**src/rtl/muldiv_sequencer.sv**
```systemverilog
// Sequences the shared multiplier/divider units for the control FSM: start pulse,
// bounded wait for the finish flag, one-cycle HI/LO write, then done or exception.
module muldiv_sequencer #(
    parameter int TIMEOUT = 64,
    parameter int CNT_W   = 7
) (
    input  logic             clock,
    input  logic             reset,
    input  logic             req,
    input  logic             op_div,
    input  logic             abort,
    input  logic             mult_fim,
    input  logic             div_fim,
    input  logic             DividedByZero,
    output logic             mult_start,
    output logic             div_start,
    output logic             HISelector,
    output logic             LOSelector,
    output logic             RegHIWrite,
    output logic             RegLOWrite,
    output logic             busy,
    output logic             done,
    output logic             exc,
    output logic [1:0]       exc_cause,
    output logic [CNT_W-1:0] latency
);

    typedef enum logic [2:0] {IDLE, START, WAIT, WRITE, DONE, EXC} stateType;

    localparam logic [CNT_W-1:0] lastCount = CNT_W'(TIMEOUT - 1);

    stateType         state;
    stateType         nextState;
    logic             opDiv;
    logic [CNT_W-1:0] counter;
    logic [1:0]       excCause;
    logic [CNT_W-1:0] lastLatency;
    logic             unitFim;

    // Only the finish flag of the unit that was actually started matters.
    assign unitFim = opDiv ? div_fim : mult_fim;

    always_comb begin
        nextState  = state;
        mult_start = 1'b0;
        div_start  = 1'b0;
        HISelector = 1'b0;
        LOSelector = 1'b0;
        RegHIWrite = 1'b0;
        RegLOWrite = 1'b0;
        busy       = 1'b1;
        done       = 1'b0;
        exc        = 1'b0;
        case (state)
            IDLE: begin
                busy = 1'b0;
                if (req) nextState = START;
            end
            START: begin
                mult_start = ~opDiv;
                div_start  = opDiv;
                HISelector = opDiv;
                LOSelector = opDiv;
                nextState  = WAIT;
            end
            WAIT: begin
                HISelector = opDiv;
                LOSelector = opDiv;
                // Divide-by-zero beats a simultaneous finish so no bogus result is written.
                if (abort)                         nextState = IDLE;
                else if (opDiv && DividedByZero)   nextState = EXC;
                else if (unitFim)                  nextState = WRITE;
                else if (counter == lastCount)     nextState = EXC;
            end
            WRITE: begin
                HISelector = opDiv;
                LOSelector = opDiv;
                RegHIWrite = 1'b1;
                RegLOWrite = 1'b1;
                nextState  = DONE;
            end
            DONE: begin
                HISelector = opDiv;
                LOSelector = opDiv;
                done       = 1'b1;
                nextState  = IDLE;
            end
            EXC: begin
                exc       = 1'b1;
                nextState = IDLE;
            end
            default: begin
                busy      = 1'b0;
                nextState = IDLE;
            end
        endcase
    end

    always_ff @(posedge clock) begin
        if (!reset) begin
            state       <= IDLE;
            opDiv       <= 1'b0;
            counter     <= '0;
            excCause    <= 2'b00;
            lastLatency <= '0;
        end else begin
            state <= nextState;
            case (state)
                IDLE: begin
                    if (req) begin
                        opDiv    <= op_div;
                        excCause <= 2'b00;
                    end
                end
                START: counter <= '0;
                WAIT: begin
                    // Saturating so a stuck unit can never wrap past the timeout check.
                    if (counter != lastCount) counter <= counter + CNT_W'(1);
                    if (nextState == WRITE) lastLatency <= counter + CNT_W'(1);
                    if (nextState == EXC)
                        excCause <= (opDiv && DividedByZero) ? 2'b01 : 2'b10;
                end
                default: ;
            endcase
        end
    end

    assign exc_cause = excCause;
    assign latency   = lastLatency;

endmodule

```
**config.mk**
```make
export PLATFORM = sky130hd
export DESIGN_NAME = muldiv_sequencer
export DESIGN_NICKNAME = d
export VERILOG_FILES = /design/src/rtl/muldiv_sequencer.sv
export SDC_FILE = /design/constraint.sdc
export NUM_CORES = 1
export LEC_CHECK = 0
export ABC_AREA = 1
export BUFFER_PORTS_ARGS = -buffer_cell sky130_fd_sc_hd__buf_4
export CAP_MARGIN = 5
export CORE_ASPECT_RATIO = 0.75
export CORE_MARGIN = 2
export CORE_UTILIZATION = 56
export CTS_CLUSTER_DIAMETER = 200
export CTS_CLUSTER_SIZE = 14
export DETAILED_ROUTE_END_ITERATION = 16
export GPL_TIMING_DRIVEN = 1
export PLACE_DENSITY = 0.88
export SYNTH_ARGS = -nofsm -noshare
export SYNTH_HDL_FRONTEND = slang
export SYNTH_SLANG_ARGS = --single-unit
export TNS_END_PERCENT = 1
```
**constraint.sdc**
```tcl
create_clock -name clock -period 3.85 [get_ports clock]
set_input_delay 0.1925 -clock clock [delete_from_list [all_inputs] [get_ports clock]]
set_output_delay 0.1925 -clock clock [all_outputs]
set_load 0.1 [all_outputs]
```
* Word-level counts from Yosys, hierarchy flattened
Index checks and enable logic that the tools add are counted.
** Word-level totals
- Bits in registers :: 20
- Bits in latches :: 0
- RAM bits :: 0
- Memory bits (read-only) :: 0
- Input port bits :: 8
- Output and inout bits :: 18
- Logic and storage cells :: 49
- Memories kept :: 0
** Operators by class
- Add/sub/neg operators :: 1
- Multipliers :: 0
- Divide/modulo/power cells :: 0
- Magnitude comparators :: 0
- Eq/ne operators :: 12
- Shift-type cells :: 0
- Mux-type cells :: 20
- Bitwise operators :: 1
- Reduce and logical (&&, ||, !) cells :: 10
** Operator list (number)
- $mux W3 :: 5
- $pmux W7 S2 :: 1
- $pmux W3 S4 :: 1
- $eq A3 B2 Y1 const B :: 3
- $eq A3 B3 Y1 const B :: 3
- $mux W1 :: 8
- $add A7 B1 Y7 const B :: 1
- $eq A7 B6 Y1 const B :: 1
- $mux W7 :: 1
- $ne A7 B6 Y1 const B :: 1
- $mux W2 :: 3
- $ne A2 B2 Y1 const B :: 3
- $reduce_and A2 Y1 :: 3
- $reduce_or A5 Y1 :: 1
- $pmux W2 S2 :: 1
- $reduce_bool A2 Y1 :: 2
- $reduce_or A4 Y1 :: 1
- $eq A3 B1 Y1 const B :: 1
- $logic_not A3 Y1 :: 1
- $reduce_and A3 Y1 :: 1
- $logic_and A1 B1 Y1 :: 1
- $not A1 Y1 :: 1

* Depth between registers and ports, before layout
- Depth in word-level cells :: 9
- Mapped depth :: 13
- Depth with buffers taken out :: 13

* Worst setup path before layout
No wires, ideal clock.
- Path kind :: reg-to-output
- Start :: register state[1]
- End :: output RegLOWrite
- Arrival :: 3275 ps
- Required time :: 3658 ps
- Slack :: 382 ps
- Stages on the path, launching flop included :: 4
- Buffers on the path :: 1
- Cells stage by stage :: dfxtp_1 inv_1 nor3_1 buf_4
** Between the ends
- Cells in the longest elaborated chain, start to end :: 2
** RTL lines
- from (decl) :: line 32 : stateType state;
- from (signal assigned) :: line 107 : state <= nextState;
- $eq A3 B2 Y1
- $mux W1
- to (decl) :: line 20 : output logic RegLOWrite,
Every way passes these cells.

* Worst setup path in the final report
- Start :: register state[1]
- End :: output busy
** Between the ends
- Cells in the longest elaborated chain, start to end :: 3
** RTL lines
- $eq A3 B2 Y1, or another cell as far along :: line 54 : case (state)
- $reduce_or A5 Y1 (no line) *
- $mux W1 * :: line 54
- to (decl) :: line 21 : output logic busy,
Every way passes the cells marked *; elsewhere a longest branch is shown, timed or not.

==> out/qor.yml <==
floorplan:
  dieHeight_um: 43.3
  die_area_um2: 2440
  row_count: 14
  ios: 26
  initial_utilization_pct: 58.2
  core_um2: 1980
  die_x_um: 56.4
timing:
  finalSetupViolCount: 0
  fin_setup_tns_ns: 0
  tightest_slew_ns: 0.359
  fin_crit_ns: 1.98
  fin_ws_ns: 1.87
  hold_viol: 0
  rsz0062_at_grt: "no"
  drv_slew: 0
  skew_ns: 0.00215
  fmax_mhz: 505
  maxSlewHeadroom_pct: 75.9
  finalCritPeriodShare_pct: 51.4
worst_setup_path:
  path_cells: "inv_1 > ha_1 > or2_2 > buf_4"
  critPathSlowestCell: "dfxtp_1"
  critPathTopFamily: "flip-flops"
  critPathMaxFanout: 8
  end_kind: "primary output"
  startpoint: "state[1]"
  cpPeakStageDelay_ns: 0.54
  reg2reg_from: "state[1]"
  start_kind: "register"
  cp.arrival_ns: 1.79
  required_ns: 3.66
  crit_buf_inv: 2
  critPathKind: "register to primary output"
finish:
  drive_above_1_share_pct: 31.7
  antenna_cells: 0
  fin_cells: 210
  seq_area_um2: 400
  nFillCells: 163
  nNetsFinal: 199
  area_growth_pct: 19.1
  multi_input_area_um2: 648
  postLayoutCellArea_um2: 1370
synthesis:
  synth.most_common_cell: "nor2_1"
  async_flop_share_pct: 0
  synth_nets: 172
  synthesis.area_um2: 1150
  synth_top_area_cell: "dfxtp_1"
  synthTopCellsByCount: "nor2_1, nand2_1, dfxtp_1"
  synth.distinct_cells: 28
  seq_area_frac_synth_pct: 34.8
  yosysTopAreaCellShare_pct: 34.8
  synth_warnings: 0
  synthFlopType: "dfxtp_1"
  ys_ff_latch: 20
  postSynthAreaPerCell_um2: 7.15
  synthCells: 161
  netlist_top_cells_area: "dfxtp_1, nor2_1, nand2_1"
  synth_edf_count: 0
routing:
  wl_per_cell_um: 12.3
  drc: 0
  antenna_left: 0
  wl_um: 2570
  viasPerCell: 5.32
  drt_iter0_drc: 49
  first_pass_iters: 4
  num_vias: 1117
run_status:
  status: "completed"
place:
  place_congestion: 0.850
  io_buffers: 25
  dpl_cell_area_um2: 1350
  pre_cts_ws_ns: 2.16
  hpwl_um: 2040
  dp_cells: 207
job:
  maxCapViolations: 0
grt:
  grt_use_total_pct: 22.8
  grt_pass1_vias: 996
  grt_pass1_wl_um: 4240
  overflow: 0
  grt_max_degree: 13
  antenna_found_initial: 0
clock_tree:
  cts-root-buf: "clkbuf_4"
  post_cts_resized: 0
  cts_buffer_depth: 2
  hold_buffers: 0
  clkLatencyLatePin_ns: 0.29
  cts_setup_buffers: 0
  cts_tree: "yes"
  htreeDepth: 1
  cts.clk_slew.worst_paths_ns: 0.10
  cts.sinks: 20
  numCtsBuffers: 3
min_path:
  hp-class: "primary input to register"
  min_from: "op_div"
power:
  p_leak_nw: 0.681
  total_power_mw: 0.466
  p_per_area_nw_per_um2: 340
  ir_drop_mv: 0.202
final timing paths:
check	to	cells after the start	slack [ns]
min reg2reg	counter[6]	2	0.47
max reg2reg	exc_cause[1]	11	2.13
min	opDiv	3	0.19
max	busy	4	1.87
through the flow:
stage | hold slack [ns] | util (%)
after detailed placement | 0.454 | 68.1
after CTS | 0.184 | 69.3
after global placement | 0.445 | 68.1
after floorplan | 0.331 | -
final | 0.186 | 69.3
after global routing | 0.185 | 69.3
per-layer routing:
metal / GRT usage [%] / share of wire, % / up-vias
met4: 7.62 / 1.9 / 0
met3: 7.01 / 7.0 / 11
li1: - / - / 562
met2: 37.6 / 47 / 43
met5: 0 / 0 / -
met1: 28.4 / 44 / 501
where the power goes:
group / switching [mW] / internal, mW / leakage [nW] / total [mW]
clock network: 0.0570 / 0.0364 / 0.0138 / 0.0934
logic: 0.111 / 0.0373 / 0.504 / 0.149
registers: 0.00860 / 0.215 / 0.162 / 0.224
total: 0.177 / 0.289 / 0.681 / 0.466
cell usage in the layout, fill, tap and decap left out, drive strengths merged:
cell type	synthesis	layout
dfxtp	20	20
clkbuf	0	3
xor2	3	3
ha	3	3
nand3	7	7
a21oi	12	12
nor3	9	9
nand4	1	1
inv	19	19
o21ai	9	9
clkinv	1	1
a211oi	1	1
nor2	32	32
buf	3	25
or2	1	1
nand2	40	40
worst reg2reg max path: cells and delay by family, from the launching register on:
family | cells | cell delay, ns
buffers and inverters | 3 | 0.29
adders and majority gates | 1 | 0.22
and+or+nand+nor | 7 | 0.61
DFF | 1 | 0.54
final cells by class:
| cell class | instances | area share, % |
|---|---|---|
| Timing Repair Buffer | 25 | 13.7 |
| Sequential cell | 20 | 29.2 |
| Inverter | 20 | 6.02 |
| Multi-Input combinational cell | 118 | 47.3 |
| Tap cell | 24 | 2.19 |
| Clock buffer | 3 | 1.64 |
registers in the layout (all words and copies together) (netlist names):
register	flops
counter	7
exc_cause	2
latency	7
opDiv	1
state	3
cells by family after synthesis:
kind of cell	Yosys count	synth area share (%)
adders and majority gates	3	3.26
buffers and inverters	23	8.91
and+or+nand+nor	90	40.3
AOI/OAI and AO/OA	22	10.4
xor gates and xnor gates	3	2.28
DFF	20	34.8
Power figures use the tool's default switching activity.
